`config.mk`:
```
export PLATFORM = sky130hd
export DESIGN_NAME = dmem_arbiter
export DESIGN_NICKNAME = d
export VERILOG_FILES = /design/src/rtl/dmem_arb_pkg.sv /design/src/rtl/dmem_arb_rdpipe.sv /design/src/rtl/dmem_arbiter.sv
export SDC_FILE = /design/constraint.sdc
export NUM_CORES = 1
export LEC_CHECK = 0
export ABC_AREA = 1
export ABC_CLOCK_PERIOD_IN_PS = 1700
export BUFFER_PORTS_ARGS = -buffer_cell sky130_fd_sc_hd__buf_4
export CORE_AREA = 2 2 204 206
export CTS_CLUSTER_DIAMETER = 50
export DETAILED_ROUTE_END_ITERATION = 16
export DIE_AREA = 0 0 206 208
export PLACE_DENSITY = 0.42
export SETUP_SLACK_MARGIN = 0.4
export SLEW_MARGIN = 0
export SYNTH_ARGS = -nofsm -noshare
export SYNTH_HDL_FRONTEND = slang
export SYNTH_SLANG_ARGS = --single-unit
```
`constraint.sdc`:
```
create_clock -name clk -period 1.7 [get_ports clk]
set_clock_uncertainty 0.1 [all_clocks]
set_input_delay 0.17 -clock clk [delete_from_list [all_inputs] [get_ports clk]]
set_output_delay 0.17 -clock clk [all_outputs]
set_load 0.02 [all_outputs]
```
`src/rtl/dmem_arb_pkg.sv`:
```
// Shared types and constants for the data-memory arbiter.
package dmem_arb_pkg;

  typedef enum logic [1:0] {
    ARB_IDLE,
    ARB_CORE,
    ARB_DBG
  } arb_state_e;

  localparam logic REQ_CORE = 1'b0;
  localparam logic REQ_DBG  = 1'b1;

  localparam int unsigned STAT_W  = 32;
  localparam int unsigned BURST_W = 4;

endpackage

```
`src/rtl/dmem_arb_rdpipe.sv`:
```
// MEM_LAT-deep {valid, id} shift register tracking reads in flight; async clear drops them.
module dmem_arb_rdpipe #(
  parameter int unsigned MEM_LAT = 1
) (
  input  logic clk,
  input  logic reset,
  input  logic push_valid,
  input  logic push_id,
  output logic pop_valid,
  output logic pop_id
);

  logic [MEM_LAT-1:0] vld_q;
  logic [MEM_LAT-1:0] id_q;

  always_ff @(posedge clk or negedge reset) begin
    if (!reset) begin
      vld_q <= '0;
      id_q  <= '0;
    end else begin
      vld_q[0] <= push_valid;
      id_q[0]  <= push_id;
      for (int i = 1; i < int'(MEM_LAT); i++) begin
        vld_q[i] <= vld_q[i-1];
        id_q[i]  <= id_q[i-1];
      end
    end
  end

  assign pop_valid = vld_q[MEM_LAT-1];
  assign pop_id    = id_q[MEM_LAT-1];

endmodule

```
`src/rtl/dmem_arbiter.sv`:
```
// Core/debug arbiter for the single-port data memory with a debug anti-starvation burst limit.
// Define DMEM_ARB_STATS_EN to build the grant/wait statistics counters.
module dmem_arbiter
  import dmem_arb_pkg::*;
#(
  parameter int unsigned ADDR_W    = 10,
  parameter int unsigned DATA_W    = 64,
  parameter int unsigned MEM_LAT   = 1,
  parameter int unsigned MAX_BURST = 4
) (
  input  logic              clk,
  input  logic              reset,
  input  logic              c_req,
  input  logic              c_we,
  input  logic [ADDR_W-1:0] c_addr,
  input  logic [DATA_W-1:0] c_wdata,
  output logic              c_gnt,
  output logic              c_rvalid,
  output logic [DATA_W-1:0] c_rdata,
  input  logic              d_req,
  input  logic              d_we,
  input  logic [ADDR_W-1:0] d_addr,
  input  logic [DATA_W-1:0] d_wdata,
  output logic              d_gnt,
  output logic              d_rvalid,
  output logic [DATA_W-1:0] d_rdata,
  output logic              m_en,
  output logic              m_we,
  output logic [ADDR_W-1:0] m_addr,
  output logic [DATA_W-1:0] m_wdata,
  input  logic [DATA_W-1:0] m_rdata,
  output logic [STAT_W-1:0] stat_core,
  output logic [STAT_W-1:0] stat_dbg,
  output logic [STAT_W-1:0] stat_wait
);

  localparam logic [BURST_W-1:0] BurstMax = BURST_W'(MAX_BURST);

  arb_state_e         state_q;
  logic [BURST_W-1:0] burst_cnt_q;
  logic               dbg_turn;
  logic               rd_push;
  logic               rd_valid;
  logic               rd_id;

  assign dbg_turn = (burst_cnt_q == BurstMax);

  // Grants are masked during reset so no access escapes while requests are held.
  assign c_gnt = reset && c_req && !(d_req && dbg_turn);
  assign d_gnt = reset && d_req && (!c_req || dbg_turn);
  assign m_en  = c_gnt | d_gnt;

  always_comb begin
    m_we    = 1'b0;
    m_addr  = '0;
    m_wdata = '0;
    if (c_gnt) begin
      m_we    = c_we;
      m_addr  = c_addr;
      m_wdata = c_wdata;
    end else if (d_gnt) begin
      m_we    = d_we;
      m_addr  = d_addr;
      m_wdata = d_wdata;
    end
  end

  always_ff @(posedge clk or negedge reset) begin
    if (!reset) begin
      state_q     <= ARB_IDLE;
      burst_cnt_q <= '0;
    end else begin
      if (c_gnt) begin
        state_q <= ARB_CORE;
      end else if (d_gnt) begin
        state_q <= ARB_DBG;
      end else begin
        state_q <= ARB_IDLE;
      end

      if (d_gnt || !d_req) begin
        burst_cnt_q <= '0;
      end else if (c_gnt && !dbg_turn) begin
        burst_cnt_q <= burst_cnt_q + 1'b1;
      end
    end
  end

  // A burst can only be open while the core owned the previous cycle.
  burst_only_after_core: assert property (@(posedge clk) disable iff (!reset)
    (state_q != ARB_CORE) |-> (burst_cnt_q == '0));

  assign rd_push = (c_gnt && !c_we) || (d_gnt && !d_we);

  dmem_arb_rdpipe #(
    .MEM_LAT(MEM_LAT)
  ) u_rdpipe (
    .clk       (clk),
    .reset     (reset),
    .push_valid(rd_push),
    .push_id   (d_gnt ? REQ_DBG : REQ_CORE),
    .pop_valid (rd_valid),
    .pop_id    (rd_id)
  );

  assign c_rvalid = rd_valid && (rd_id == REQ_CORE);
  assign d_rvalid = rd_valid && (rd_id == REQ_DBG);
  assign c_rdata  = c_rvalid ? m_rdata : '0;
  assign d_rdata  = d_rvalid ? m_rdata : '0;

`ifdef DMEM_ARB_STATS_EN
  logic [STAT_W-1:0] stat_core_q;
  logic [STAT_W-1:0] stat_dbg_q;
  logic [STAT_W-1:0] stat_wait_q;

  always_ff @(posedge clk or negedge reset) begin
    if (!reset) begin
      stat_core_q <= '0;
      stat_dbg_q  <= '0;
      stat_wait_q <= '0;
    end else begin
      if (c_gnt && (stat_core_q != '1)) stat_core_q <= stat_core_q + 1'b1;
      if (d_gnt && (stat_dbg_q != '1)) stat_dbg_q <= stat_dbg_q + 1'b1;
      if (d_req && !d_gnt && (stat_wait_q != '1)) stat_wait_q <= stat_wait_q + 1'b1;
    end
  end

  assign stat_core = stat_core_q;
  assign stat_dbg  = stat_dbg_q;
  assign stat_wait = stat_wait_q;
`else
  assign stat_core = '0;
  assign stat_dbg  = '0;
  assign stat_wait = '0;
`endif

endmodule
```
==> flow_metrics.env, run 1 <==
export IMPL_drv_cap=0
export IMPL_clockPowerShare=0.129
export IMPL_htreeDepth=1
export IMPL_final_max_slew_viol_count=0
export IMPL_power_frac_comb=0.812
export IMPL_ant_nets=0
export IMPL_rows=74
export IMPL_worst_slack_ps=-296
export IMPL_drt_iter0_drc=170
export IMPL_grt_util_all_layers=0.106
export IMPL_start_kind="flop"
export IMPL_clkSinkCount=6
export IMPL_numCtsBuffers=3
export IMPL_hold_viol_final=0
export IMPL_p_sw_frac=0.465
export IMPL_regArea_um2=153
export IMPL_finalCritPeriodShare=1.17
export IMPL_cts_tree="yes"
export IMPL_rsz0062_at_grt="true"
export IMPL_wirelength_mm=25.6
export IMPL_ir_drop_v=0.000310
export IMPL_port_buffer_count=425
export IMPL_p_per_area_mw_per_mm2=289
export IMPL_clock_latency_ps=230
export IMPL_netlist_cell_type_count=17
export IMPL_antenna_found_initial=5
export IMPL_wl_per_cell_um=15.8
export IMPL_vias=5439
export IMPL_synth_cell_area_mm2=0.00291
export IMPL_cts_root_buf="clkbuf_16"
export IMPL_cp_arrival_ps=1730
export IMPL_routed_via_density=3.36
export IMPL_placed_cell_area_mm2=0.00765
export IMPL_ys_seq_area_frac=0.0515
export IMPL_violations="setup timing"
export IMPL_p_seq_frac=0.060
export IMPL_ys_seq_elements=6
export IMPL_path_clk_slew_ps=30
export IMPL_final_min_clock_period_ps=2000
export IMPL_hold_worst_slack_ps=37.9
export IMPL_crit_type="reg2out"
export IMPL_outcome="complete, but fails checks"
export IMPL_num_io_pins=522
export IMPL_start_util=0.0719
export IMPL_crit_fanout=12
export IMPL_total_leakage_power_nw=4.98
export IMPL_setup_viol=131
export IMPL_drt_first_pass_iters=4
export IMPL_stdcell_area_mm2=0.0102
export IMPL_multi_input_area_mm2=0.00357
export IMPL_grt_overflow=0
export IMPL_drive_gt1_frac=0.722
export IMPL_core_mm2=0.0406
export IMPL_drt_drc_violations_left=0
export IMPL_ys_warn_count=0
export IMPL_hpwl_mm=20.2
export IMPL_grt_max_degree=24
export IMPL_clock_path_buffers=2
export IMPL_fillers=4350
export IMPL_p_sw_mw=1.36
export IMPL_internal_power_mw=1.57
export IMPL_num_nets_final=1308
export IMPL_netlist_instances=604
export IMPL_min_path_type="in2reg"
export IMPL_first_global_vias=5574
export IMPL_fmax_mhz=501
export IMPL_crit_required_ps=1430
export IMPL_grt_pass1_wl_mm=34.1
export IMPL_synth_area_per_cell_um2=4.82
export IMPL_die_w_um=206
export IMPL_endpoint_kind="output port"
export IMPL_die_height_um=208
export IMPL_die_area_mm2=0.0428
export IMPL_area_delta_synth_final_pct=249
export IMPL_total_power_mw=2.94
export IMPL_gp_congestion=0.840
==> cells in the final DEF, fill, tap and decap left out, types with 3 or more instances in the layout <==
cell and instances:
buf_12 31, buf_16 11, buf_4 256, buf_6 206
buf_8 6, clkbuf_16 6, conb_1 96, dfrtp_1 4
diode_2 3, inv_1 70, inv_2 4, nand2_1 81
nand2_2 68, nand2_4 16, nand2_8 3, nand3_1 40
nand3_2 26, nand3_4 13, nor2_1 4, nor2_4 129
==> through the flow <==
stage / util / instances / setup TNS [ps] / setup WS [ps]
2_1_floorplan: - / 699 / 0 / 120
3_3_place_gp: 0.189 / 1566 / -2880 / -198
3_5_place_dp: 0.189 / 1566 / -3910 / -179
4_1_cts: 0.231 / 1606 / -21080 / -314
5_1_grt: 0.250 / 1621 / -30500 / -393
6_report: 0.250 / 1621 / -20150 / -296
==> registers in the layout, indices dropped and copies added, names as in the netlist <==
signal,cells
burst_cnt_q,4
u_rdpipe.pop_id,1
u_rdpipe.pop_valid,1
==> layout make-up <==
| class | instances | area share |
|---|---|---|
| inverters | 77 | 0.0306 |
| diodes | 3 | 0.000739 |
| flip-flops and latches | 6 | 0.0150 |
| repair inverters | 2 | 0.00357 |
| clock buffers | 3 | 0.00739 |
| repair buffers | 514 | 0.526 |
| multi-input cells | 484 | 0.351 |
| well taps | 532 | 0.0655 |
==> routing by layer <==
layer	vias up	global-route usage	part of all wire	wire length (um)
met5	-	0	0.00090	23
met1	2468	0.110	0.34	8700
met2	341	0.197	0.52	13300
li1	2593	-	-	-
met3	33	0.0327	0.10	2660
met4	4	0.0389	0.037	955
==> worst paths after layout <==
check | to | cells past startpoint | slack [ps] | from
max in group asynchronous | u_rdpipe.pop_valid$_DFF_PN0_ | 3 | 880 | reset
hold / removal | u_rdpipe.pop_valid$_DFF_PN0_ | 2 | 40 | d_we
setup / recovery | m_wdata[50] | 9 | -300 | burst_cnt_q[1]$_DFFE_PN0P_
hold reg to reg | burst_cnt_q[3]$_DFFE_PN0P_ | 3 | 450 | burst_cnt_q[3]$_DFFE_PN0P_
setup reg to reg | u_rdpipe.pop_valid$_DFF_PN0_ | 8 | 160 | burst_cnt_q[1]$_DFFE_PN0P_
min in group asynchronous | burst_cnt_q[0]$_DFFE_PN0P_ | 3 | 370 | reset
==> critical path, cell delays in order (launching register included) <==
cell     delay [ps]
dfrtp_1         390
inv_2            70
ha_4            140
nand4_1         110
buf_6           150
buf_12          150
buf_16          150
nand3_1         110
nand2_2          60
buf_4           150
==> power groups by stage <==
stage	combinational [mW]	sequential (mW)	clock [mW]
after floorplan	1.16	0.175	0
after global placement	1.90	0.177	0
after detailed placement	1.91	0.178	0
after CTS	2.25	0.175	0.384
after global routing	2.54	0.177	0.400
final	2.38	0.175	0.378
==> cell usage after synthesis (all sizes together) <==
cell type / count / area share
conb: 1 / 0.0013
dfrtp: 6 / 0.052
nor2: 133 / 0.17
ha: 2 / 0.0086
buf: 111 / 0.28
o21ai: 2 / 0.0034
nand2: 167 / 0.22
inv: 77 / 0.099
a21oi: 2 / 0.0047
nand4: 1 / 0.0021
nand3: 79 / 0.14
nand3b: 1 / 0.0026
clkbuf: 22 / 0.028
==> kinds of logic (layout without fill, tap and decap cells) <==
logic type,after synthesis,count (layout),synth area share
AOI/OAI and AO/OA,4,4,0.00816
adders and majority gates,2,2,0.00859
buffers and inverters,210,596,0.404
DFF,6,6,0.0515
other,1,99,0.00129
and+or+nand+nor,381,382,0.527
==> timing repair <==
| item | 4_1_cts | 5_1_grt |
|---|---|---|
| endpoints found under the hold margin | 6 | 0 |
| pin swaps | 24 | 16 |
| setup buffers | 25 | 9 |
| gates resized for setup | 275 | 149 |
| hold buffers | 1 | 0 |
| gates cloned | 11 | 3 |
| endpoints found under the setup margin | 212 | 212 |
Note: power is estimated with default switching activity, not from simulation.
==> run 2, diff against run 1 <==
--- a/config.mk
+++ b/config.mk
@@ -12,9 +12,10 @@
 export CTS_CLUSTER_DIAMETER = 50
 export DETAILED_ROUTE_END_ITERATION = 16
 export DIE_AREA = 0 0 206 208
-export PLACE_DENSITY = 0.42
+export PLACE_DENSITY = 0.41
 export SETUP_SLACK_MARGIN = 0.4
 export SLEW_MARGIN = 0
 export SYNTH_ARGS = -nofsm -noshare
 export SYNTH_HDL_FRONTEND = slang
 export SYNTH_SLANG_ARGS = --single-unit
+export TNS_END_PERCENT = 10
==> run 2 against run 1 <==
The run still ends with setup timing left. Non-clock buffer count is 29 lower. Sequential cell count stayed put. Core utilization is 6.0 points lower. Via count is 6.8% lower. Global-route usage is 2.5 points lower. Count of clock-buffer cells in the layout stayed put. Critical path depth is 1 higher. Hold slack worse by 27 ps. Final cell count is 2.2% lower. Worst setup slack worse by 74 ps. Sequential power hardly changed. Clock power is 1% higher.
==> flow_metrics.env, run 2 (synthesis results as in run 1) <==
export IMPL_outcome="complete, but fails checks"
export IMPL_violations="setup timing"
export IMPL_first_global_vias=4869
export IMPL_crit_fanout=8
export IMPL_total_leakage_power_nw=4.47
export IMPL_setup_viol=88
export IMPL_hold_worst_slack_ps=10.6
export IMPL_p_per_area_mw_per_mm2=320
export IMPL_largest_register_ff_count=4
export IMPL_clkSinkCount=6
export IMPL_drt_iter0_drc=161
export IMPL_start_util=0.0719
export IMPL_drive_gt1_frac=0.572
export IMPL_cts_tree="yes"
export IMPL_antenna_found_initial=0
export IMPL_drv_cap=0
export IMPL_mostFrequentLayoutCells="buf_4, nor2_1, conb_1"
export IMPL_drt_drc_violations_left=0
export IMPL_regToRegSetupSlack_ps=90
export IMPL_clock_path_buffers=2
export IMPL_ir_drop_v=0.000277
export IMPL_finalCritPeriodShare=1.22
export IMPL_min_path_type="in2async"
export IMPL_r2r_start="burst_cnt_q[0]$_DFFE_PN0P_"
export IMPL_final_max_slew_viol_count=0
export IMPL_vias=5067
export IMPL_port_buffer_count=425
export IMPL_wirelength_mm=20.4
export IMPL_crit_type="reg2out"
export IMPL_area_delta_synth_final_pct=165
export IMPL_grt_max_degree=65
export IMPL_grt_overflow=0
export IMPL_antenna_cells=0
export IMPL_hold_viol_final=0
export IMPL_crit_required_ps=1430
export IMPL_grt_util_all_layers=0.0813
export IMPL_hpwl_mm=17.0
export IMPL_drt_first_pass_iters=4
export IMPL_regMostFlops="burst_cnt_q"
export IMPL_endpoint_kind="output port"
export IMPL_worst_slack_ps=-370
export IMPL_rsz0062_at_grt="true"
export IMPL_start_kind="flop"
export IMPL_tns_ps=-25370
export IMPL_dp_slack_ps=-97.1
export IMPL_clock_latency_ps=230
export IMPL_rows=74
export IMPL_die_w_um=206
export IMPL_cp_arrival_ps=1800
export IMPL_ant_nets=0
export IMPL_path_clk_slew_ps=30
export IMPL_total_power_mw=2.47
export IMPL_htreeDepth=1
export IMPL_final_common_cell="buf_4"
export IMPL_numCtsBuffers=3
export IMPL_fmax_mhz=483
export IMPL_die_height_um=208
export IMPL_die_area_mm2=0.0428
export IMPL_final_min_clock_period_ps=2070
export IMPL_gp_congestion=0.855
export IMPL_num_io_pins=522
export IMPL_r2r_end="u_rdpipe.pop_valid$_DFF_PN0_"
export IMPL_core_mm2=0.0406
export IMPL_wl_per_cell_um=12.9
export IMPL_num_nets_final=1276
export IMPL_r2r_cells=8
export IMPL_cts_root_buf="clkbuf_16"
export IMPL_grt_pass1_wl_mm=26.7
export IMPL_routed_via_density=3.19
[run 2: changes by cell type in the layout (fill, tap and decap cells not counted), sizes merged]
cell,previous run,this run
buf,510,479
bufbuf,0,1
diode,3,0
dlymetal6s4s,0,1
inv,79,77
nand2,168,167
[run 2: final cells by class]
cell class | instances | area (um^2)
tap | 532 | 666
clock buffer | 3 | 75.1
multi-input combinational | 483 | 2330
inverter | 77 | 289
sequential | 6 | 150
timing repair buffer | 485 | 4210
fill | 4645 | 32800
[run 2: repair_timing]
item | 4_1_cts | 5_1_grt
hold endpoints to repair | 6 | 3
gates cloned | 2 | 4
setup buffers | 5 | 3
pin swaps | 4 | 6
resized for setup | 91 | 56
endpoints found under the setup margin | 211 | 214
hold buffers | 1 | 1
[run 2: power breakdown]
group | total, mW | switching, mW | internal, mW
registers | 0.174 | 0.0135 | 0.161
logic | 1.92 | 1.02 | 0.901
clock network | 0.383 | 0.0808 | 0.302
[run 2: through the flow]
step	cell area, um^2	utilization	cells
after CTS	7410	0.183	1578
after global routing	7730	0.191	1586
after global placement	6870	0.169	1567
after detailed placement	6870	0.169	1567
after floorplan	3460	-	699
final	7730	0.191	1586
[run 2: worst max path at each step]
stage	startpoint	slack [ps]	endpoint
6_report	burst_cnt_q[0]$_DFFE_PN0P_	-370	m_wdata[59]
5_1_grt	burst_cnt_q[0]$_DFFE_PN0P_	-450	m_addr[4]
4_1_cts	burst_cnt_q[0]$_DFFE_PN0P_	-310	m_wdata[45]
3_5_place_dp	burst_cnt_q[0]$_DFFE_PN0P_	-100	m_wdata[38]
3_3_place_gp	burst_cnt_q[1]$_DFFE_PN0P_	-110	m_wdata[38]
2_1_floorplan	burst_cnt_q[1]$_DFFE_PN0P_	120	m_wdata[24]
[run 2: worst max-delay path: stages (launching register included)]
cell and delay [ps]:
dfrtp_1 380, inv_2 90, ha_4 150, nand3_4 70, a21oi_4 180, buf_12 140
buf_12 150, clkbuf_16 170, nand2_2 50, nand2_2 60, buf_6 110
[run 2: routing by layer]
layer | vias up | share of wire | track usage
met5 | - | 0 | 0
met4 | 0 | 0.030 | 0.0234
met3 | 28 | 0.12 | 0.0271
met2 | 338 | 0.54 | 0.170
met1 | 2205 | 0.31 | 0.0704
li1 | 2496 | - | -
